`src/rtl/vram_arbiter.sv`:
```
// Single-port VRAM arbiter: display readout has strict priority, buffered
// host writes drain into idle cycles, and host reads follow all earlier writes.
module vram_arbiter #(
    parameter int unsigned ADDR_W     = 13,
    parameter int unsigned DATA_W     = 8,
    parameter int unsigned FIFO_DEPTH = 4
) (
    input  logic              clk,
    input  logic              rst,
    input  logic              rdoReq,
    input  logic [ADDR_W-1:0] rdoAddr,
    output logic [DATA_W-1:0] rdoData,
    output logic              rdoValid,
    input  logic              hostWrReq,
    input  logic [ADDR_W-1:0] hostWrAddr,
    input  logic [DATA_W-1:0] hostWrData,
    output logic              hostWrFull,
    input  logic              hostRdReq,
    input  logic [ADDR_W-1:0] hostRdAddr,
    output logic              hostRdBusy,
    output logic [DATA_W-1:0] hostRdData,
    output logic              hostRdDone,
    output logic [ADDR_W-1:0] memAddr,
    output logic [DATA_W-1:0] memWrData,
    output logic              memWe,
    input  logic [DATA_W-1:0] memRdData
);

    localparam int unsigned PTR_W = (FIFO_DEPTH > 1) ? $clog2(FIFO_DEPTH) : 1;
    localparam int unsigned CNT_W = PTR_W + 1;

    typedef struct packed {
        logic [ADDR_W-1:0] addr;
        logic [DATA_W-1:0] data;
    } wr_entry_t;

    // Tag of the read issued last cycle; steers memRdData to its consumer.
    typedef enum logic [1:0] {
        GRANT_NONE,
        GRANT_RDO,
        GRANT_HRD
    } grant_t;

    grant_t            last_grant;
    grant_t            grant;
    logic              wr_go;

    wr_entry_t         fifo_mem [FIFO_DEPTH];
    logic [PTR_W-1:0]  wr_ptr;
    logic [PTR_W-1:0]  rd_ptr;
    logic [CNT_W-1:0]  count;
    logic              fifo_empty;
    logic              push;
    wr_entry_t         head;

    logic              rd_pend;
    logic [ADDR_W-1:0] rd_addr;
    logic              rd_done;
    logic              rd_accept;

    logic [ADDR_W-1:0] last_addr;
    logic [DATA_W-1:0] last_wdata;
    logic [DATA_W-1:0] rdo_hold;
    logic [DATA_W-1:0] hrd_hold;

    assign fifo_empty = (count == '0);
    assign hostWrFull = (count == CNT_W'(FIFO_DEPTH));
    assign push       = hostWrReq && !hostWrFull;
    assign head       = fifo_mem[rd_ptr];

    // A completing read frees the read slot in the same cycle it returns data.
    assign rd_done    = (last_grant == GRANT_HRD);
    assign hostRdBusy = rd_pend && !rd_done;
    assign rd_accept  = hostRdReq && !hostRdBusy;

    assign rdoValid   = (last_grant == GRANT_RDO);
    assign hostRdDone = rd_done;
    assign rdoData    = rdoValid ? memRdData : rdo_hold;
    assign hostRdData = rd_done ? memRdData : hrd_hold;

    // Grant state register.
    always_ff @(posedge clk) begin
        if (rst) begin
            last_grant <= GRANT_NONE;
        end else begin
            last_grant <= grant;
        end
    end

    // Per-cycle grant: readout, then buffered writes, then the pending host read.
    always_comb begin
        grant     = GRANT_NONE;
        wr_go     = 1'b0;
        memWe     = 1'b0;
        memAddr   = last_addr;
        memWrData = last_wdata;
        if (!rst) begin
            if (rdoReq) begin
                grant   = GRANT_RDO;
                memAddr = rdoAddr;
            end else if (!fifo_empty) begin
                wr_go     = 1'b1;
                memWe     = 1'b1;
                memAddr   = head.addr;
                memWrData = head.data;
            end else if (hostRdBusy) begin
                grant   = GRANT_HRD;
                memAddr = rd_addr;
            end
        end
    end

    // Bus hold registers and returned-data holding registers.
    always_ff @(posedge clk) begin
        if (rst) begin
            last_addr  <= '0;
            last_wdata <= '0;
            rdo_hold   <= '0;
            hrd_hold   <= '0;
        end else begin
            last_addr  <= memAddr;
            last_wdata <= memWrData;
            rdo_hold   <= rdoData;
            hrd_hold   <= hostRdData;
        end
    end

    // Write FIFO storage.
    always_ff @(posedge clk) begin
        if (push) begin
            fifo_mem[wr_ptr] <= '{addr: hostWrAddr, data: hostWrData};
        end
    end

    // Write FIFO pointers and occupancy.
    always_ff @(posedge clk) begin
        if (rst) begin
            wr_ptr <= '0;
            rd_ptr <= '0;
            count  <= '0;
        end else begin
            if (push) begin
                wr_ptr <= wr_ptr + PTR_W'(1);
            end
            if (wr_go) begin
                rd_ptr <= rd_ptr + PTR_W'(1);
            end
            unique case ({push, wr_go})
                2'b10:   count <= count + CNT_W'(1);
                2'b01:   count <= count - CNT_W'(1);
                default: count <= count;
            endcase
        end
    end

    // Host read request latch; a new request may overlap the done pulse.
    always_ff @(posedge clk) begin
        if (rst) begin
            rd_pend <= 1'b0;
            rd_addr <= '0;
        end else if (rd_accept) begin
            rd_pend <= 1'b1;
            rd_addr <= hostRdAddr;
        end else if (rd_done) begin
            rd_pend <= 1'b0;
        end
    end

endmodule

```
`config.mk`:
```
export PLATFORM = sky130hd
export DESIGN_NAME = vram_arbiter
export DESIGN_NICKNAME = d
export VERILOG_FILES = /design/src/rtl/vram_arbiter.sv
export SDC_FILE = /design/constraint.sdc
export NUM_CORES = 1
export LEC_CHECK = 0
export BUFFER_PORTS_ARGS = -buffer_cell sky130_fd_sc_hd__buf_2
export CORE_MARGIN = 2
export CORE_UTILIZATION = 56
export CTS_CLUSTER_SIZE = 28
export DETAILED_ROUTE_END_ITERATION = 8
export GPL_ROUTABILITY_DRIVEN = 0
export PLACE_DENSITY = 0.88
export SYNTH_ARGS = -nofsm -noshare
export SYNTH_HDL_FRONTEND = slang
export SYNTH_SLANG_ARGS = --single-unit
```
`constraint.sdc`:
```
create_clock -name clk -period 3.9 [get_ports clk]
set_input_delay 0.585 -clock clk [delete_from_list [all_inputs] [get_ports clk]]
set_output_delay 0.585 -clock clk [all_outputs]
set_load 0.01 [all_outputs]
```
==> results.tsv <==
stage	metric	value	unit
critical_path	worst endpoint data arrival time	2.66	ns
yosys	count of state elements after synthesis	146	
clock_network	post-CTS clock slew at the launch and capture registers of the worst setup and hold paths	0.07	ns
critical_path	startpoint type of the worst setup path	register	
floorplan	effective utilization at floorplan	0.5781	
yosys	cells taking the most area after synthesis	sky130_fd_sc_hd__edfxtp_1 42%, sky130_fd_sc_hd__dfxtp_1 21%, sky130_fd_sc_hd__mux4_2 7.9%, sky130_fd_sc_hd__mux2i_1 3.7%, sky130_fd_sc_hd__mux2_2 3.6%	
grt	pin count of the biggest net entering global routing	40	
sta	Worst Skew	0.008385	ns
layout	n_diodes	0	
floorplan	number of rows in the core area	37	
sta	summed negative setup slack over all endpoints	0	ns
detailed_routing	number of violations reported at the end of detailed-routing iteration 0	175	
pwr	static leakage	2.866	nW
clock_network	depth of the CTS H-tree	4	
sta	hold_ws	0.2680	ns
yosys	mapped cell area	5968	µm²
floorplan	x dimension of the die	107.2	µm
yosys	most instantiated flip-flop cell in the synthesis netlist	sky130_fd_sc_hd__edfxtp_1	
critical_path	category of the worst setup path capture point	primary output	
critical_path	slowest cell on the critical path	sky130_fd_sc_hd__nand2b_1	
grt	number of antenna violations at the first check in global routing	0	
pwr	worst supply voltage drop on vdd	0.0004336	V
sta	Max Clk Rate	308.0	MHz
detailed_routing	Vias	3649	
grt	overall global routing resource usage	0.2159	
critical_path	destination of the critical timing path	memAddr[6]	
pwr	ratio of total power to cell area	556.4	nW/µm²
yosys	share of synthesized area occupied by flip-flops and latches	0.6306	
layout	fill cell instance count of the final layout	690	
floorplan	floorplan die area	11500	µm²
yosys	count of unique library cells instantiated by Yosys	34	
critical_path	required time at the endpoint of the critical path	3.31	ns
grt	via count of the first global-routing pass	3601	
sta	Slew @ Worst Pin	1.297	ns
grt	met2 layer usage reported by global route	0.3594	
detailed_routing	via density per instance	5.487	
clock_network	CTS hold repair buffers	0	
yosys	count of warnings emitted by yosys	0	
sta	Final Cycle Share	0.8326	
detailed_routing	post-detailed-route DRC marker count	0	
yosys	number of enable flip-flop cells after synthesis	84	
yosys	cell type with the largest total area after synthesis	sky130_fd_sc_hd__edfxtp_1	
sta	final hold violation count	0	
sta	number of max-slew violations in the final report	0	
floorplan	DIE HEIGHT	107.2	µm
layout	ratio of cells with drive above 1 in the final layout	0.3705	
detailed_routing	number of iterations in the first detailed-routing pass	4	
sta	minimum clock period	3.247	ns
clock_network	Worst-Skew Late Latency	0.53	ns
critical_path	Critical path origin	last_grant[0]	
yosys	async set-reset flop share out of synthesis	0	
clock_network	Resized Gates After CTS	0	
grt	wire length of the first global-routing pass	18340	µm
detailed_routing	Final Routed Wirelength	11920	µm
floorplan	top-level I/O count	102	
clock_network	clock tree from TritonCTS	done	
critical_path	Critical Path, Cell by Cell	nand2b_1 > a21boi_0 > o21ai_0 > nand3_1 > buf_2	
critical_path	R2R depth	4	
yosys	Avg Synthesized Cell Area	14.21	µm²
placement	HPWL reported at the end of detailed placement	7625	µm
placement	number of port buffers	101	
sta	total of endpoints with negative setup slack in the final report	0	
layout	final layout net count	582	
clock_network	count of clock tree sinks	146	
detailed_routing	routed wirelength normalized by instance count	17.92	µm
min_path	min-delay worst type	in2reg	
flow_run	max-capacitance violation count	0	
yosys	Synthesized Nets	486	
critical_path	Reg-to-Reg End	rd_addr[7]	
clock_network	worst-case clock buffer depth	2	
layout	Layout Cell Area excl Fill	7097	µm²
grt	met1 demand-to-capacity share in global routing	0.2713	
yosys	top-area cell type share of the netlist area	0.4226	
yosys	gate count after technology mapping	420	
sta	Max-slew headroom	0.1353	
detailed_routing	Detail Route Antenna Nets	0	
critical_path	worst-path maximum fanout	37	
placement	Post-DP Area	6531	µm²
critical_path	reg2reg setup slack	1.38	ns
clock_network	library cell used as clock root buffer	sky130_fd_sc_hd__clkbuf_8	
clock_network	setup fix buffers added after clock tree synthesis	0	
critical_path	worst r2r src	last_grant[0]	
grt	global-route layer with the greatest usage	met2	
layout	leading cell type in the layout, fill and taps excluded	sky130_fd_sc_hd__buf_2	
critical_path	Largest stage delay, worst path	0.98	ns
floorplan	placeable core region	10320	µm²
outcome	run status	completed	
layout	layout-stage area growth over the synthesis result	18.91	%
critical_path	startpoint-to-endpoint class of the critical path	reg2out	
layout	commonest cells after routing, fill and taps aside	101 x sky130_fd_sc_hd__buf_2, 84 x sky130_fd_sc_hd__edfxtp_1, 62 x sky130_fd_sc_hd__dfxtp_1	
grt	routing usage on met3	0.05471	
layout	post-route core utilization	0.6874	
clock_network	number of buffers added by the clock tree synthesis step	17	
sta	unrepaired setup endpoints after global routing	no	
grt	global route overflow	0	
critical path: cells and delay by family (launching register included):
kind                   cells  cell delay (ns)
AOI/OAI and AO/OA          2             0.54
and+or+nand+nor            2             1.12
DFF                        1             0.32
buffers and inverters      1             0.17
metrics by stage:
step | setup WS [ns] | instances | power (W)
after floorplan | 1.395 | 420 | 0.002258
after detailed placement | 1.090 | 633 | 0.002448
after CTS | 0.6427 | 665 | 0.003976
after global routing | 0.3546 | 665 | 0.004097
final | 0.6530 | 665 | 0.003948
after global placement | 1.189 | 633 | 0.002418
synthesized netlist by cell type, types with 5 or more instances:
| cell | count |
|---|---|
| sky130_fd_sc_hd__and3_1 | 13 |
| sky130_fd_sc_hd__edfxtp_1 | 84 |
| sky130_fd_sc_hd__inv_1 | 8 |
| sky130_fd_sc_hd__dfxtp_1 | 62 |
| sky130_fd_sc_hd__a21boi_0 | 13 |
| sky130_fd_sc_hd__nand2_1 | 27 |
| sky130_fd_sc_hd__nor2b_1 | 19 |
| sky130_fd_sc_hd__clkbuf_1 | 17 |
| sky130_fd_sc_hd__mux4_2 | 21 |
| sky130_fd_sc_hd__mux2i_1 | 22 |
| sky130_fd_sc_hd__a22oi_2 | 12 |
| sky130_fd_sc_hd__ha_1 | 5 |
| sky130_fd_sc_hd__o21ai_0 | 13 |
| sky130_fd_sc_hd__nand3_1 | 14 |
| sky130_fd_sc_hd__mux2_2 | 19 |
| sky130_fd_sc_hd__and2_1 | 6 |
| sky130_fd_sc_hd__buf_2 | 6 |
| sky130_fd_sc_hd__mux2_4 | 5 |
| sky130_fd_sc_hd__nor2_1 | 32 |
layout make-up:
cell class	instances	area, µm²	share of cell area
timing repair buffer	104	528.0	0.07440
inverter	8	30.03	0.004231
clock inverter	14	147.6	0.02080
sequential	146	3764	0.5303
tap	136	170.2	0.02398
clock buffer	18	417.9	0.05889
multi-input combinational	239	2039	0.2874
sequential cells by signal (all words and copies together) (netlist names), named ones only:
name / flops
rd_ptr: 2
rd_addr: 13
last_grant: 2
hrd_hold: 8
rd_pend: 1
wr_ptr: 2
fifo_mem: 84
rdo_hold: 8
last_addr: 13
count: 3
last_wdata: 8
kinds of logic (layout without fill, tap and decap cells):
logic type | after synthesis | after routing | synth area share
simple gates | 119 | 119 | 0.09917
buf+inv | 35 | 144 | 0.02767
flops | 146 | 146 | 0.6306
compound gates | 42 | 42 | 0.05681
fa+ha+maj | 6 | 6 | 0.01384
xor+xnor | 5 | 5 | 0.007339
mux | 67 | 67 | 0.1646
metal layers:
metal | vias up | share of wire
li1 | 1728 | -
met1 | 1785 | 0.42
met2 | 118 | 0.50
met3 | 18 | 0.056
met4 | 0 | 0.017
met5 | - | 0
worst min path at each step:
stage	start	endpoint	slack, ns	cells after the start
after floorplan	rd_addr[0]	rd_addr[0]	0.45	2
after global placement	rd_addr[10]	rd_addr[10]	0.47	2
after detailed placement	rd_addr[3]	rd_addr[3]	0.48	2
after CTS	hostWrAddr[7]	fifo_mem[2][15]	0.26	1
after global routing	hostWrData[1]	fifo_mem[1][1]	0.26	1
final	hostWrData[1]	fifo_mem[2][1]	0.27	1
power by group:
part           leakage (nW)  internal (W)  switching (W)  total [W]
sequential             1.28       0.00176      0.0000569    0.00182
clock                 0.274      0.000870       0.000660    0.00153
combinational          1.31      0.000280       0.000322   0.000601
(Power assumes the default switching activity.)
